File: src/rtl/cdb_arbiter.sv
`default_nettype none
//------------------------------------------------------------------------------
// Module  : cdb_arbiter
// Brief   : One-deep result buffer per functional unit with round-robin grant
//           onto the common data bus; back-pressure and squash flush.
// Revision: 1.0 - initial release
//------------------------------------------------------------------------------
`ifndef XLEN
`define XLEN 32
`endif
`ifndef ROB_TAG_LEN
`define ROB_TAG_LEN 6
`endif

module cdb_arbiter #(
    parameter int FU_NUM = 4,
    parameter int SEL_W  = $clog2(FU_NUM)
) (
    input  logic                                   clock,
    input  logic                                   reset_n,
    input  logic                                   flush,
    input  logic [FU_NUM-1:0]                      fu_valid,
    input  logic [FU_NUM-1:0][`XLEN-1:0]           fu_value,
    input  logic [FU_NUM-1:0][`ROB_TAG_LEN-1:0]    fu_rob_tag,
    output logic [FU_NUM-1:0]                      fu_ready,
    output logic [FU_NUM-1:0][`XLEN-1:0]           cdb_values,
    output logic                                   select_flag,
    output logic [SEL_W-1:0]                       select_signal,
    output logic [`ROB_TAG_LEN-1:0]                ROB_tag
);

    logic [FU_NUM-1:0]                   r_full;
    logic [FU_NUM-1:0][`XLEN-1:0]        r_value;
    logic [FU_NUM-1:0][`ROB_TAG_LEN-1:0] r_tag;
    logic [SEL_W-1:0]                    r_rr_ptr;

    logic                                w_any;
    logic                                w_hi_found;
    logic [SEL_W-1:0]                    w_hi_idx;
    logic [SEL_W-1:0]                    w_lo_idx;
    logic [SEL_W-1:0]                    w_gnt_idx;
    logic [FU_NUM-1:0]                   w_grant;
    logic [FU_NUM-1:0]                   w_ready;
    logic [SEL_W-1:0]                    w_rr_next;

    assign w_any = |r_full;

    // Lowest full slot at or above rr_ptr wins; otherwise wrap to the lowest full slot.
    always_comb begin
        w_hi_found = 1'b0;
        w_hi_idx   = '0;
        w_lo_idx   = '0;
        for (int i = FU_NUM - 1; i >= 0; i--) begin
            if (r_full[i]) begin
                w_lo_idx = SEL_W'(i);
            end
            if (r_full[i] && (i >= int'(r_rr_ptr))) begin
                w_hi_found = 1'b1;
                w_hi_idx   = SEL_W'(i);
            end
        end
    end

    assign w_gnt_idx = w_hi_found ? w_hi_idx : w_lo_idx;

    always_comb begin
        w_grant = '0;
        for (int i = 0; i < FU_NUM; i++) begin
            w_grant[i] = w_any && (w_gnt_idx == SEL_W'(i));
        end
    end

    assign w_ready   = ~r_full | w_grant;
    assign w_rr_next = (w_gnt_idx == SEL_W'(FU_NUM - 1)) ? '0 : w_gnt_idx + 1'b1;

    always_ff @(posedge clock) begin
        if (!reset_n) begin
            r_full   <= '0;
            r_value  <= '0;
            r_tag    <= '0;
            r_rr_ptr <= '0;
        end else if (flush) begin
            r_full   <= '0;
            r_rr_ptr <= '0;
        end else begin
            for (int i = 0; i < FU_NUM; i++) begin
                // A new transfer overrides the drain of the same slot.
                if (fu_valid[i] && w_ready[i]) begin
                    r_full[i]  <= 1'b1;
                    r_value[i] <= fu_value[i];
                    r_tag[i]   <= fu_rob_tag[i];
                end else if (w_grant[i]) begin
                    r_full[i]  <= 1'b0;
                end
            end
            if (w_any) begin
                r_rr_ptr <= w_rr_next;
            end
        end
    end

    assign fu_ready      = w_ready;
    assign cdb_values    = r_value;
    assign select_flag   = w_any;
    assign select_signal = w_any ? w_gnt_idx : '0;
    assign ROB_tag       = w_any ? r_tag[w_gnt_idx] : '0;

endmodule

`default_nettype wire

File: config.mk
export PLATFORM = sky130hd
export DESIGN_NAME = cdb_arbiter
export DESIGN_NICKNAME = d
export VERILOG_FILES = /design/src/rtl/cdb_arbiter.sv
export SDC_FILE = /design/constraint.sdc
export NUM_CORES = 1
export LEC_CHECK = 0
export CORE_MARGIN = 4
export CORE_UTILIZATION = 33
export CTS_CLUSTER_DIAMETER = 50
export CTS_CLUSTER_SIZE = 12
export DETAILED_ROUTE_END_ITERATION = 16
export PLACE_DENSITY = 0.69
export SLEW_MARGIN = 5
export SYNTH_ARGS = -nofsm -noshare
export SYNTH_HDL_FRONTEND = slang
export SYNTH_SLANG_ARGS = --single-unit
export TNS_END_PERCENT = 50
File: constraint.sdc
create_clock -name clock -period 2.75 [get_ports clock]
set_input_delay 0.275 -clock clock [delete_from_list [all_inputs] [get_ports clock]]
set_output_delay 0.275 -clock clock [all_outputs]
set_load 0.02 [all_outputs]
# ---- Yosys cells after proc, flatten, opt, wreduce, memory -nomap -nowiden
# Cells that the tools add are included.
dict set report totals {
  register_bits 158
  in_bits 159
  output_inout_bits 141
  word_cells 72
}
dict set report classes {
  n_addsub 1
  n_lt_le_gt_ge 4
  eq_ne 3
  mux 25
  bitwise 4
  n_reduce_logical 22
}
# cell n
set ops {}
lappend ops {{two-way mux 2 bit} 10}
lappend ops {{binary-select mux 6 bit (select 2 bit)} 1}
lappend ops {{two-way mux 1 bit} 12}
lappend ops {{two-way mux 6 bit} 2}
lappend ops {{logical AND 1 bit} 11}
lappend ops {{AND reduction 2 bit} 4}
lappend ops {{nonzero test 2 bit} 4}
lappend ops {{equality test 2 bit, second input constant} 2}
lappend ops {{>= comparator 1 x 2 -> 1 bit, first input constant} 2}
lappend ops {{inverter 4 bit} 1}
lappend ops {{bitwise OR 4 bit} 1}
lappend ops {{OR reduction 4 bit} 1}
lappend ops {{less-than comparator 2 x 3 -> 1 bit, second input constant} 1}
lappend ops {{adder 2 x 1 -> 2 bit, second input constant} 1}
lappend ops {{equality test 2 x 1 -> 1 bit, second input constant} 1}
lappend ops {{>= comparator 2 bit, first input constant} 1}
lappend ops {{zero test 2 bit} 1}
lappend ops {{inverter 1 bit} 2}
lappend ops {{OR reduction 2 bit} 1}

# ---- Logic depth before layout (Yosys ltp)
dict set report logic_depth {
  ltp_word 11
  mapped_depth 14
  ltp_nobuf 10
}

# ---- Worst setup path after synthesis
# OpenSTA, ideal clock, no wires.
dict set report synth_path {
  path_type {reg-to-reg}
  start {reg r_rr_ptr[0]}
  end {reg r_value (netlist bit cdb_values[108])}
  setup_time_ps 76
  arrival_time_ps 2203
  t_required_ps 2674
  path_slack_ps 471
  path_stages_with_launch 14
  period_less_slack_ps 2279
  path_cell_list {dfxtp_1 > nand2b_1 > nor2b_1 > o22a_1 > buf_6 > buf_12 > ha_1 > and2b_1 > inv_1 > nand3b_1 > buf_4 > buf_2 > nand2_1 > a21boi_0}
}
dict set report synth_between {
  elab_chain_len 11
  word_cells_on_any_way 18
}
# item line_no
set synth_rtl {}
lappend synth_rtl {{from (decl)} 35} ;# logic [SEL_W-1:0] r_rr_ptr;
lappend synth_rtl {{from (signal assigned)} 97} ;# r_rr_ptr <= w_rr_next;
lappend synth_rtl {{>= comparator 2 bit} 57} ;# if (r_full[i] && (i >= int'(r_rr_ptr))) begin
lappend synth_rtl {{logical AND 1 bit} 57}
lappend synth_rtl {{two-way mux 2 bit / two-way mux 1 bit (equally long branches) (3 in a row)} 57}
lappend synth_rtl {{two-way mux 2 bit *} 64} ;# assign w_gnt_idx = w_hi_found ? w_hi_idx : w_lo_idx;
lappend synth_rtl {{equality test 2 bit *} 69} ;# w_grant[i] = w_any && (w_gnt_idx == SEL_W'(i));
lappend synth_rtl {{logical AND 1 bit *} 69}
lappend synth_rtl {{bitwise OR 4 bit *} 73} ;# assign w_ready = ~r_full | w_grant;
lappend synth_rtl {{net fu_ready[3]} 25} ;# output logic [FU_NUM-1:0] fu_ready,
lappend synth_rtl {{logical AND 1 bit *} 88} ;# if (fu_valid[i] && w_ready[i]) begin
lappend synth_rtl {{AND reduction 2 bit (no line) *} n/a}
lappend synth_rtl {{to (signal, indexed assignment)} 90} ;# r_value[i] <= fu_value[i];
lappend synth_rtl {{to (decl)} 33} ;# logic [FU_NUM-1:0][`XLEN-1:0] r_value;
# The timed path passes the listed nets; every way through them passes the cells marked *.
# A chain may end at the register's enable or synchronous reset.

# ---- Final worst setup path
dict set report layout_path {
  start {reg r_rr_ptr[0]}
  end {out fu_ready[2]}
}
dict set report layout_between {
  elab_chain_len 9
  word_cells_on_any_way 16
}
# item line_no
set layout_rtl {}
lappend layout_rtl {{>= comparator 2 bit} 57}
lappend layout_rtl {{logical AND 1 bit} 57}
lappend layout_rtl {{two-way mux 2 bit / two-way mux 1 bit (equally long branches) (3 in a row)} 57}
lappend layout_rtl {{two-way mux 2 bit *} 64}
lappend layout_rtl {{equality test 2 bit *} 69}
lappend layout_rtl {{logical AND 1 bit *} 69}
lappend layout_rtl {{bitwise OR 4 bit *} 73}
lappend layout_rtl {{to (decl)} 25}
# Mark *: on every way between the ends. The rest lies on a longest branch, timed or not.

==> run_results.csv <==
group,metric,value,unit
pwr,switching_share,0.2432,
logic_synthesis,synthAdderAreaFrac,0.008058,
logic_synthesis,yosysSeqAreaShare,0.5093,
cts,cts_tree,"done",
critical_path,crit_path_end_kind,"primary output",
cts,root_buffer,"clkbuf_16",
floorplanning,row_count,49,
route,drt-total-wl,19100,microns
place,post-place-ws,0.3408,ns
floorplanning,die-width,145.2,microns
sta,setup_violations,0,
pwr,powerDensity,576.2,mW/mm^2
critical_path,worst-path-max-fanout,8,
logic_synthesis,synth_cells,735,
min_path,hold_path_class,"in -> reg",
final_layout,most-common-layout-cells,"nand2_1 (305), clkdlybuf4s50_1 (288), dfxtp_1 (158)",
route,via_count,5727,
sta,fin_skew,0.01072,ns
cts,path_clk_slew,0.06,ns
sta,tightest_slew,0.5127,ns
grt,antenna_found_initial,0,
floorplanning,io_pins,300,
logic_synthesis,synth_cell_types,30,
sta,fmax,388.8,MHz
route,drt_iter0_drc,230,
place,portBuffers,299,
logic_synthesis,synth_mux_area_frac,0.02095,
pwr,power_switching,1.405,mW
floorplanning,start_util,0.3411,
sta,fin_setup_tns,0,ns
pwr,combPwrFrac,0.160,
critical_path,setup.worst_path.class,"reg -> out",
final_layout,diodes,0,
floorplanning,die_h,145.2,microns
flow_run,max_cap_violations,0,
sta,rsz0062_at_grt,"no",
final_layout,drive_gt1_frac,0.05626,
sta,finalWorstSetupSlack,0.1778,ns
grt,grt_pass1_wl,30320,microns
route,drc_errors,0,
cts,clock_latency,0.42,ns
logic_synthesis,synth_simple_gate_area_share,0.2119,
place,finalWeightedCongestion,0.7753,
cts,cts.sinks,158,
sta,finalCritPeriodShare,0.9353,
pwr,leakagePower,3.681,nW
route,detail_route.vias_per_cell,4.545,
critical_path,cp-start-kind,"flip-flop",
floorplanning,dieArea,0.02108,sq mm
grt,gr-usage-all-layers,0.1773,
critical_path,cp.required,2.48,ns
logic_synthesis,ys_seq_elements,158,
pwr,internal_power,4.373,mW
cts,h-tree-depth,4,
logic_synthesis,avgSynthCellArea,8.450,sq um
sta,relSlewSlack,0.6571,
route,antenna_left,0,
floorplanning,core-area,0.01821,sq mm
grt,grt_max_degree,75,
place,dpl-instance-area,0.009429,sq mm
final_layout,final_nets,1181,
final_layout,area_growth,61.46,%
logic_synthesis,synthesis.area,0.006211,sq mm
grt,grt_overflow,0,
logic_synthesis,yosysWarnings,0,
cts,cts_buffer_depth,2,
sta,timing.final.crit_period,2.572,ns
final_layout,design_area,0.01003,sq mm
logic_synthesis,synth_compound_area_frac,0.1986,
sta,slew_violations,0,
status,outcome,"finished, final reports clean",
route,wl_per_cell,15.16,microns
pwr,ir_drop,0.3892,mV
sta,hold_violations,0,
place,dp_hpwl,13730,microns
logic_synthesis,synth-xor-area-share,0,
final_layout,final_common_cell,"nand2_1",
route,drt_first_pass_iters,5,
pwr,p_clk_frac,0.416,
grt,first_global_vias,5593,
pwr,p_seq_frac,0.425,
logic_synthesis,synth_top_family_by_area,"simple AND/OR/NAND/NOR gates",
logic_synthesis,syn_nets,898,
critical_path,arrival,2.30,ns
cts,numCtsBuffers,17,
kinds of logic after synthesis:
kind of cell,Yosys count
AO/OA/AOI/OAI,165
adder cells (fa/ha/maj),4
buffers and inverters,61
flip-flops,158
multiplexers,13
AND/OR/NAND/NOR,334
final cells by class:
type	count	area [sq um]
clock buffers	22	464.2
clock inverters	10	137.6
fillers	1702	8180
inverters	9	33.78
multi-input cells	516	2755
flip-flops and latches	158	3163
well taps	229	286.5
repair buffers	316	3188
power by group through the flow:
stage          logic [mW]  clock network [mW]  registers (mW)
6_report            0.923                2.40            2.45
5_1_grt             0.997                2.58            2.47
4_1_cts             0.936                2.47            2.45
3_5_place_dp        0.936                   0            2.50
3_3_place_gp        0.933                   0            2.50
2_1_floorplan       0.310                   0            2.61
path summary, 6_finish.rpt:
kind | depth (start not counted) | from | slack [ns] | end
worst max-delay path | 8 | r_rr_ptr[0] | 0.18 | fu_ready[2]
worst min-delay path | 2 | reset_n | 0.32 | cdb_values[8]
worst max register to register | 11 | r_rr_ptr[0] | 0.38 | cdb_values[86]
worst min register to register | 2 | cdb_values[69] | 0.45 | cdb_values[69]
metrics by stage:
stage | total power [mW] | utilization | hold WS (ns) | cells
2_1_floorplan | 2.918 | - | 0.3957 | 735
3_3_place_gp | 3.433 | 0.5178 | 0.4382 | 1228
3_5_place_dp | 3.440 | 0.5178 | 0.4458 | 1228
4_1_cts | 5.857 | 0.5503 | 0.3103 | 1260
5_1_grt | 6.043 | 0.5507 | 0.3278 | 1260
6_report | 5.778 | 0.5507 | 0.3160 | 1260
metal layers:
metal | GRT usage | up-vias | share of wire | routed length [microns]
met5 | 0 | - | 0 | 0
met4 | 0.06790 | 0 | 0.028 | 543
met3 | 0.07546 | 33 | 0.080 | 1521
met2 | 0.2869 | 195 | 0.45 | 8630
met1 | 0.2100 | 2561 | 0.44 | 8407
li1 | - | 2938 | - | -
critical path: stages (launching register included):
cell	delay, ns
dfxtp_1	0.38
nand2b_1	0.14
a21oi_1	0.06
a211o_1	0.33
buf_4	0.19
ha_1	0.23
nor2_2	0.15
inv_1	0.07
dlygate4sd2_1	0.34
repair_timing:
item	4_1_cts	5_1_grt
hold endpoints to repair	0	0
gates resized for setup	8	3
cloned	0	0
hold buffers	0	0
endpoints found under the setup margin	8	3
buffers inserted	0	0
sequential cells by signal, indices dropped and copies added, names as in the netlist:
signal and flops:
r_tag 24, r_rr_ptr 2, cdb_values 128, r_full 4
cells in the mapped netlist, drive strengths merged:
cell type,number,share of area
a211o,1,0.0014
a21boi,152,0.18
a21o,1,0.0012
a21oi,2,0.0022
and2b,2,0.0024
buf,31,0.033
clkbuf,21,0.013
dfxtp,158,0.51
ha,4,0.0081
inv,9,0.0054
mux2i,13,0.021
nand2,305,0.18
nand2b,3,0.0030
nand3,1,0.00081
nand3b,4,0.0048
nor2,13,0.0083
nor2b,1,0.0010
nor3,1,0.00081
nor3b,4,0.0064
o22a,2,0.0030
o22ai,7,0.0071
(Power assumes the default switching activity.)
